$ cat src/rtl/ocp_sram_slave.sv
// OCP slave endpoint: turns one OCP read/write at a time into a single-port
// synchronous SRAM access, with programmable wait states and range checking.
`ifndef ADDR_WIDTH
`define ADDR_WIDTH 32
`endif
`ifndef DATA_WIDTH
`define DATA_WIDTH 32
`endif
`ifndef BEN_WIDTH
`define BEN_WIDTH 4
`endif
`ifndef OCP_CMD_IDLE
`define OCP_CMD_IDLE 3'b000
`endif
`ifndef OCP_CMD_WRITE
`define OCP_CMD_WRITE 3'b001
`endif
`ifndef OCP_CMD_READ
`define OCP_CMD_READ 3'b010
`endif
`ifndef OCP_RESP_NULL
`define OCP_RESP_NULL 2'b00
`endif
`ifndef OCP_RESP_DVA
`define OCP_RESP_DVA 2'b01
`endif
`ifndef OCP_RESP_ERR
`define OCP_RESP_ERR 2'b11
`endif

module ocp_sram_slave #(
  parameter int MEM_AW      = 14,
  parameter int MEM_WORDS   = 16384,
  parameter int WAIT_STATES = 0
) (
  input  logic                    clk,
  input  logic                    nrst,
  input  logic [`ADDR_WIDTH-1:0]  i_MAddr,
  input  logic [2:0]              i_MCmd,
  input  logic [`DATA_WIDTH-1:0]  i_MData,
  input  logic [`BEN_WIDTH-1:0]   i_MByteEn,
  output logic                    o_SCmdAccept,
  output logic [`DATA_WIDTH-1:0]  o_SData,
  output logic [1:0]              o_SResp,
  output logic                    o_mem_ce,
  output logic                    o_mem_we,
  output logic [MEM_AW-1:0]       o_mem_addr,
  output logic [`BEN_WIDTH-1:0]   o_mem_ben,
  output logic [`DATA_WIDTH-1:0]  o_mem_wdata,
  input  logic [`DATA_WIDTH-1:0]  i_mem_rdata
);

  localparam int AW = `ADDR_WIDTH;
  localparam int DW = `DATA_WIDTH;
  localparam int BW = `BEN_WIDTH;
  localparam logic [3:0] WAIT_LOAD = 4'(WAIT_STATES - 1);

  typedef enum logic [2:0] {S_IDLE, S_ACC, S_DATA, S_WAIT, S_RESP} state_t;

  state_t            state_q, state_d;
  logic [2:0]        cmd_q, cmd_d;
  logic [MEM_AW-1:0] addr_q, addr_d;
  logic [DW-1:0]     wdata_q, wdata_d;
  logic [BW-1:0]     ben_q, ben_d;
  logic [3:0]        cnt_q, cnt_d;
  logic [DW-1:0]     rdata_q, rdata_d;
  logic [1:0]        sresp_q, sresp_d;
  logic [DW-1:0]     sdata_q, sdata_d;

  logic [AW-1:0]     word_idx;
  logic              range_ok;
  logic              cmd_ok;
  logic              addr_lsb_unused;

  // Byte offset within the word plays no part in the SRAM access.
  assign word_idx        = {2'b00, i_MAddr[AW-1:2]};
  assign addr_lsb_unused = ^i_MAddr[1:0];
  assign range_ok        = word_idx < AW'(MEM_WORDS);
  assign cmd_ok          = (i_MCmd == `OCP_CMD_WRITE) || (i_MCmd == `OCP_CMD_READ);

  always_ff @(posedge clk or negedge nrst) begin
    if (!nrst) begin
      state_q <= S_IDLE;
      cmd_q   <= '0;
      addr_q  <= '0;
      wdata_q <= '0;
      ben_q   <= '0;
      cnt_q   <= '0;
      rdata_q <= '0;
      sresp_q <= `OCP_RESP_NULL;
      sdata_q <= '0;
    end else begin
      state_q <= state_d;
      cmd_q   <= cmd_d;
      addr_q  <= addr_d;
      wdata_q <= wdata_d;
      ben_q   <= ben_d;
      cnt_q   <= cnt_d;
      rdata_q <= rdata_d;
      sresp_q <= sresp_d;
      sdata_q <= sdata_d;
    end
  end

  // Response and read data are registered on the transition into RESP so
  // they are valid for exactly the one RESP cycle.
  always_comb begin
    state_d = state_q;
    cmd_d   = cmd_q;
    addr_d  = addr_q;
    wdata_d = wdata_q;
    ben_d   = ben_q;
    cnt_d   = cnt_q;
    rdata_d = rdata_q;
    sresp_d = `OCP_RESP_NULL;
    sdata_d = '0;
    case (state_q)
      S_IDLE: begin
        if (i_MCmd != `OCP_CMD_IDLE) begin
          cmd_d   = i_MCmd;
          addr_d  = word_idx[MEM_AW-1:0];
          wdata_d = i_MData;
          ben_d   = i_MByteEn;
          if (!cmd_ok || !range_ok) begin
            state_d = S_RESP;
            sresp_d = `OCP_RESP_ERR;
          end else begin
            state_d = S_ACC;
          end
        end
      end
      S_ACC: begin
        state_d = S_DATA;
      end
      S_DATA: begin
        if (cmd_q == `OCP_CMD_READ) begin
          rdata_d = i_mem_rdata;
        end
        if (WAIT_STATES > 0) begin
          state_d = S_WAIT;
          cnt_d   = WAIT_LOAD;
        end else begin
          state_d = S_RESP;
          sresp_d = `OCP_RESP_DVA;
          if (cmd_q == `OCP_CMD_READ) begin
            sdata_d = i_mem_rdata;
          end
        end
      end
      S_WAIT: begin
        if (cnt_q == 4'd0) begin
          state_d = S_RESP;
          sresp_d = `OCP_RESP_DVA;
          if (cmd_q == `OCP_CMD_READ) begin
            sdata_d = rdata_q;
          end
        end else begin
          cnt_d = cnt_q - 4'd1;
        end
      end
      S_RESP: begin
        state_d = S_IDLE;
      end
      default: begin
        state_d = S_IDLE;
      end
    endcase
  end

  assign o_SCmdAccept = (state_q == S_IDLE) || (i_MCmd == `OCP_CMD_IDLE);
  assign o_SResp      = sresp_q;
  assign o_SData      = sdata_q;
  assign o_mem_ce     = (state_q == S_ACC);
  assign o_mem_we     = (state_q == S_ACC) && (cmd_q == `OCP_CMD_WRITE);
  assign o_mem_addr   = addr_q;
  assign o_mem_wdata  = wdata_q;
  assign o_mem_ben    = (cmd_q == `OCP_CMD_WRITE) ? ben_q : '0;

endmodule

$ cat config.mk
export PLATFORM = sky130hd
export DESIGN_NAME = ocp_sram_slave
export DESIGN_NICKNAME = d
export VERILOG_FILES = /design/src/rtl/ocp_sram_slave.sv
export SDC_FILE = /design/constraint.sdc
export NUM_CORES = 1
export LEC_CHECK = 0
export ABC_AREA = 1
export CORE_AREA = 2 2 104 106
export CTS_BUF_LIST = sky130_fd_sc_hd__clkbuf_4 sky130_fd_sc_hd__clkbuf_8
export DETAILED_ROUTE_END_ITERATION = 6
export DIE_AREA = 0 0 106 108
export GPL_TIMING_DRIVEN = 0
export PLACE_DENSITY_LB_ADDON = 0.05
export SLEW_MARGIN = 25
export SYNTH_ARGS = -nofsm -noshare
export SYNTH_HDL_FRONTEND = slang
export SYNTH_SLANG_ARGS = --single-unit
$ cat constraint.sdc
create_clock -name clk -period 2.77 [get_ports clk]
set_input_delay 0.554 -clock clk [delete_from_list [all_inputs] [get_ports clk]]
set_output_delay 0.554 -clock clk [all_outputs]
set_load 0.02 [all_outputs]
# Yosys cells after proc, flatten, opt, wreduce, memory -nomap -nowiden
# Index checks and enable logic that the tools add are counted.
# word_totals
in_bits,105
wordCells,48
register_bits,126
output_inout_bits,87
# classes
order_cmp,1
mux,13
eq_ne,9
bitwise_logic,1
addsub,1
reduce_logical,14
# op_table
cell,count
$mux 32,3
$pmux 32 s2,1
$lt 30x15->1 const B,1
$eq 3x2->1 const B,4
$pmux 3 s4,1
$eq 3x1->1 const B,3
$mux 3,3
$reduce_and 2->1,4
$logic_not 3->1,2
$pmux 2 s3,1
$logic_not 4->1,1
$mux 2,2
$mux 4,1
$ne 2x2->1 const B,2
$sub 4x1->4 const B,1
$logic_or 1x1->1,3
$reduce_bool 3->1,1
$logic_not 1->1,2
$logic_and 1x1->1,1
$mux 1,1
$not 1->1,1

# Longest topological paths before layout
# logic_depth
word_depth,7
depth_mapped,9
mapped_depth_nobuf,8

# Worst setup path before layout
# OpenSTA, ideal clock, no wires.
# synth_timing
path_type,input to output
from,in i_MCmd[2]
to,out o_SCmdAccept
required_ns,2.216
arrival_ns,0.909
path_buffers,0
cell_stages,3
setup_slack_ns,1.307
cell_sequence,inv_1 > nand3_1 > nand2_1
# synth_via
elab_chain_cells,2
# synth_rtl
item,line_no,text
start: declaration,39,"input logic [2:0] i_MCmd,"
$logic_not 3->1 (no line),-,
$logic_or 1x1->1,170,assign o_SCmdAccept = (state_q == S_IDLE) || (i_MCmd == `OCP_CMD_IDLE);
end: declaration,42,"output logic o_SCmdAccept,"
# Every way passes these cells.

# Worst setup path in the final report
# layout_timing
from,in i_MCmd[0]
to,out o_SCmdAccept
# Same word-level chain as after synthesis.

==> impl_metrics.env <==
export IMPL_async_flop_share=1.00
export IMPL_overflow=0
export IMPL_dpl_worst_slack_ps=305
export IMPL_cts_resized_gates=0
export IMPL_syn2layout_area_growth_pct=51.4
export IMPL_p_per_area_mw_per_mm2=645
export IMPL_synth_top_area_frac=0.650
export IMPL_rsz0062_at_grt="no"
export IMPL_max_stage_delay_ps=620
export IMPL_r2r_start="cnt_q[0]"
export IMPL_drive_above_1_share=0.0767
export IMPL_drc=0
export IMPL_die_h_um=108
export IMPL_crit_slowest_cell="clkdlybuf4s50_1"
export IMPL_rr_worst_depth=7
export IMPL_cts_buffers_inserted=17
export IMPL_path_common_cell="clkdlybuf4s50_1"
export IMPL_core_area_mm2=0.0102
export IMPL_p_leak_nw=3.63
export IMPL_synth_top_area_cell="dfrtp_1"
export IMPL_swShare=0.287
export IMPL_ys_types=20
export IMPL_avgRoutedWirePerCell_um=13.2
export IMPL_r2r_end="o_SData[21]"
export IMPL_post_route_cell_area_mm2=0.00734
export IMPL_clockRootBuffer="clkbuf_8"
export IMPL_totalWireLength_um=11600
export IMPL_clk_latency_ps=430
export IMPL_dieWidth_um=106
export IMPL_clock_power_share=0.332
export IMPL_synth_edf_count=0
export IMPL_max_slew_worst_pin_slew_ps=410
export IMPL_antenna_found_initial=0
export IMPL_total_power_mw=4.74
export IMPL_clk_transition_reported_paths_ps=70
export IMPL_status="complete, no violations"
export IMPL_worst_setup_path_start_kind="input port"
export IMPL_dp_hpwl_um=8450
export IMPL_rows=37
export IMPL_crit_arrival_ps=1920
export IMPL_slew_violations=0
export IMPL_worstSetupPathType="in -> out"
export IMPL_place_area_mm2=0.00694
export IMPL_num_vias=4104
export IMPL_cts_setup_buffers=0
export IMPL_max_slew_margin=0.726
export IMPL_max_cap_violations=0
export IMPL_io_pins=192
export IMPL_ys_flop_type="dfrtp_1"
export IMPL_dr_first_iter_drc_count=197
export IMPL_grt_pass1_wl_um=19000
export IMPL_end_kind="output port"
export IMPL_switchingPower_mw=1.36
export IMPL_synth_nets=629
export IMPL_crit_fanout=4
export IMPL_clockBufferDepth=2
export IMPL_p_int_mw=3.38
export IMPL_grt_use_total=0.215
export IMPL_crit_required_ps=2220
export IMPL_holdBufCountCts=0
export IMPL_timing_final_crit_period_ps=2470
export IMPL_pwr_share_seq=0.445
export IMPL_n_antenna_cell=0
export IMPL_power_frac_comb=0.223
export IMPL_syn_inst=522
export IMPL_yosysWarnings=0
export IMPL_cts_sinks=126
export IMPL_place_gp_congestion=0.794
export IMPL_setup_viol=0
export IMPL_final_setup_skew_ps=11.4
export IMPL_ant_nets=0
export IMPL_drt_pass1_iterations=4
export IMPL_ys_seq_area_frac=0.650
export IMPL_period_share=0.892
export IMPL_worstPathCellList="clkdlybuf4s50_1 > inv_1 > nand3_1 > nand2_1 > clkdlybuf4s50_1"
export IMPL_clock_fmax_mhz=405
export IMPL_viasPerCell=4.67
export IMPL_avgSynthCellArea_um2=9.29
export IMPL_io_buffers=189
export IMPL_h_tree_depth=4
export IMPL_cts_tree="done"
export IMPL_initial_core_util=0.474
export IMPL_grt_max_degree=77
export IMPL_synth_top_cells_by_area="dfrtp_1, nand2_1, o21ai_0"
export IMPL_finalWorstSetupSlack_ps=299
export IMPL_die_area_mm2=0.0114
export IMPL_hold_viol_final=0
export IMPL_ir_drop_mv=0.351
export IMPL_netlist_area_mm2=0.00485
export IMPL_synth_seq_cells=126
export IMPL_nets=838
export IMPL_hold_path_class="in -> async"
export IMPL_reg2reg_slack_ps=1200
export IMPL_grt_pass1_vias=4050
==> layout by cell type (no fill, tap or decap), drive strengths merged <==
| cell | n |
|---|---|
| clkinvlp | 3 |
| and2 | 1 |
| nand2 | 206 |
| inv | 58 |
| nor3 | 1 |
| clkdlybuf4s50 | 188 |
| buf | 22 |
| bufinv | 2 |
| o21ai | 74 |
| xnor2 | 1 |
| ha | 2 |
| nand3 | 6 |
| nand4 | 1 |
| dfrtp | 126 |
| nor2 | 26 |
| clkbuf | 19 |
| nand3b | 1 |
| clkinv | 4 |
| xor2 | 2 |
==> logic make-up (layout without fill, tap and decap cells) <==
kind of cell               Yosys count  after routing  share of synthesized area
buffers and inverters               75            296                     0.0709
adders and majority gates            2              2                    0.00516
DFF                                126            126                      0.650
xor gates and xnor gates             3              3                    0.00542
AOI/OAI and AO/OA                   74             74                     0.0764
and+or+nand+nor                    242            242                      0.192
==> worst max-delay path, delay by kind of cell <==
family	cells	cell delay (ps)
buffers and inverters	3	1180
AND/OR/NAND/NOR	2	180
==> per-layer routing <==
layer  GRT usage  up-vias  wire [µm]  share of wire
met5           0        -          0              0
met4      0.0789        0        186          0.016
met3      0.0687       17        794          0.069
met2       0.348      136       5710           0.49
met1       0.274     1930       4880           0.42
li1            -     2021          -              -
==> state kept, by name, summed over array words and instances, names as in the netlist <==
| signal | cells |
|---|---|
| o_SResp | 2 |
| o_SData | 32 |
| cnt_q | 4 |
| cmd_q | 3 |
| ben_q | 4 |
| rdata_q | 32 |
| o_mem_addr | 14 |
| o_mem_wdata | 32 |
| state_q | 3 |
==> power by group through the flow <==
stage | clock, mW | combinational, mW | sequential, mW
after global routing | 1.71 | 1.15 | 2.13
after CTS | 1.62 | 1.07 | 2.11
after detailed placement | 0 | 1.06 | 2.14
after floorplan | 0 | 0.266 | 2.33
final | 1.57 | 1.06 | 2.11
after global placement | 0 | 1.05 | 2.14
==> per-stage QoR <==
step / hold slack [ps] / setup TNS [ps] / instances / util
CTS: 18.8 / 0 / 879 / 0.718
finish: 25.7 / 0 / 879 / 0.718
global placement: 461 / -454800 / 847 / 0.676
floorplan: 258 / 0 / 522 / -
global route: 31.9 / 0 / 879 / 0.718
detailed placement: 464 / 0 / 848 / 0.679
==> worst max path at each step <==
stage	from	to	slack [ps]	cells past startpoint
finish	i_MCmd[0]	o_SCmdAccept	300	5
global route	i_MCmd[0]	o_SCmdAccept	200	5
CTS	cmd_q[2]	o_mem_ben[1]	290	3
detailed placement	i_MCmd[0]	o_SCmdAccept	300	5
global placement	nrst	rdata_q[22]	-3620	1
floorplan	i_MCmd[2]	o_SCmdAccept	1310	3
==> area by class of cell <==
cell class / count / area [µm²]
buffer: 20 / 138
clock buffer: 19 / 262
clock inverter: 12 / 136
fill: 785 / 2890
inverter: 55 / 206
multi-input combinational: 321 / 1350
sequential: 126 / 3150
tap: 136 / 170
timing repair buffer: 190 / 1920
==> synthesized netlist by cell type (2+ instances only) <==
library cell and n:
buf_4 5, ha_1 2, inv_1 53, buf_2 11
nor2_1 25, nand2_1 205, nand3_1 6, o21ai_1 10
buf_6 4, o21ai_0 64, dfrtp_1 126, inv_2 2
xor2_1 2
No activity file was read; power rests on OpenSTA's default activity.
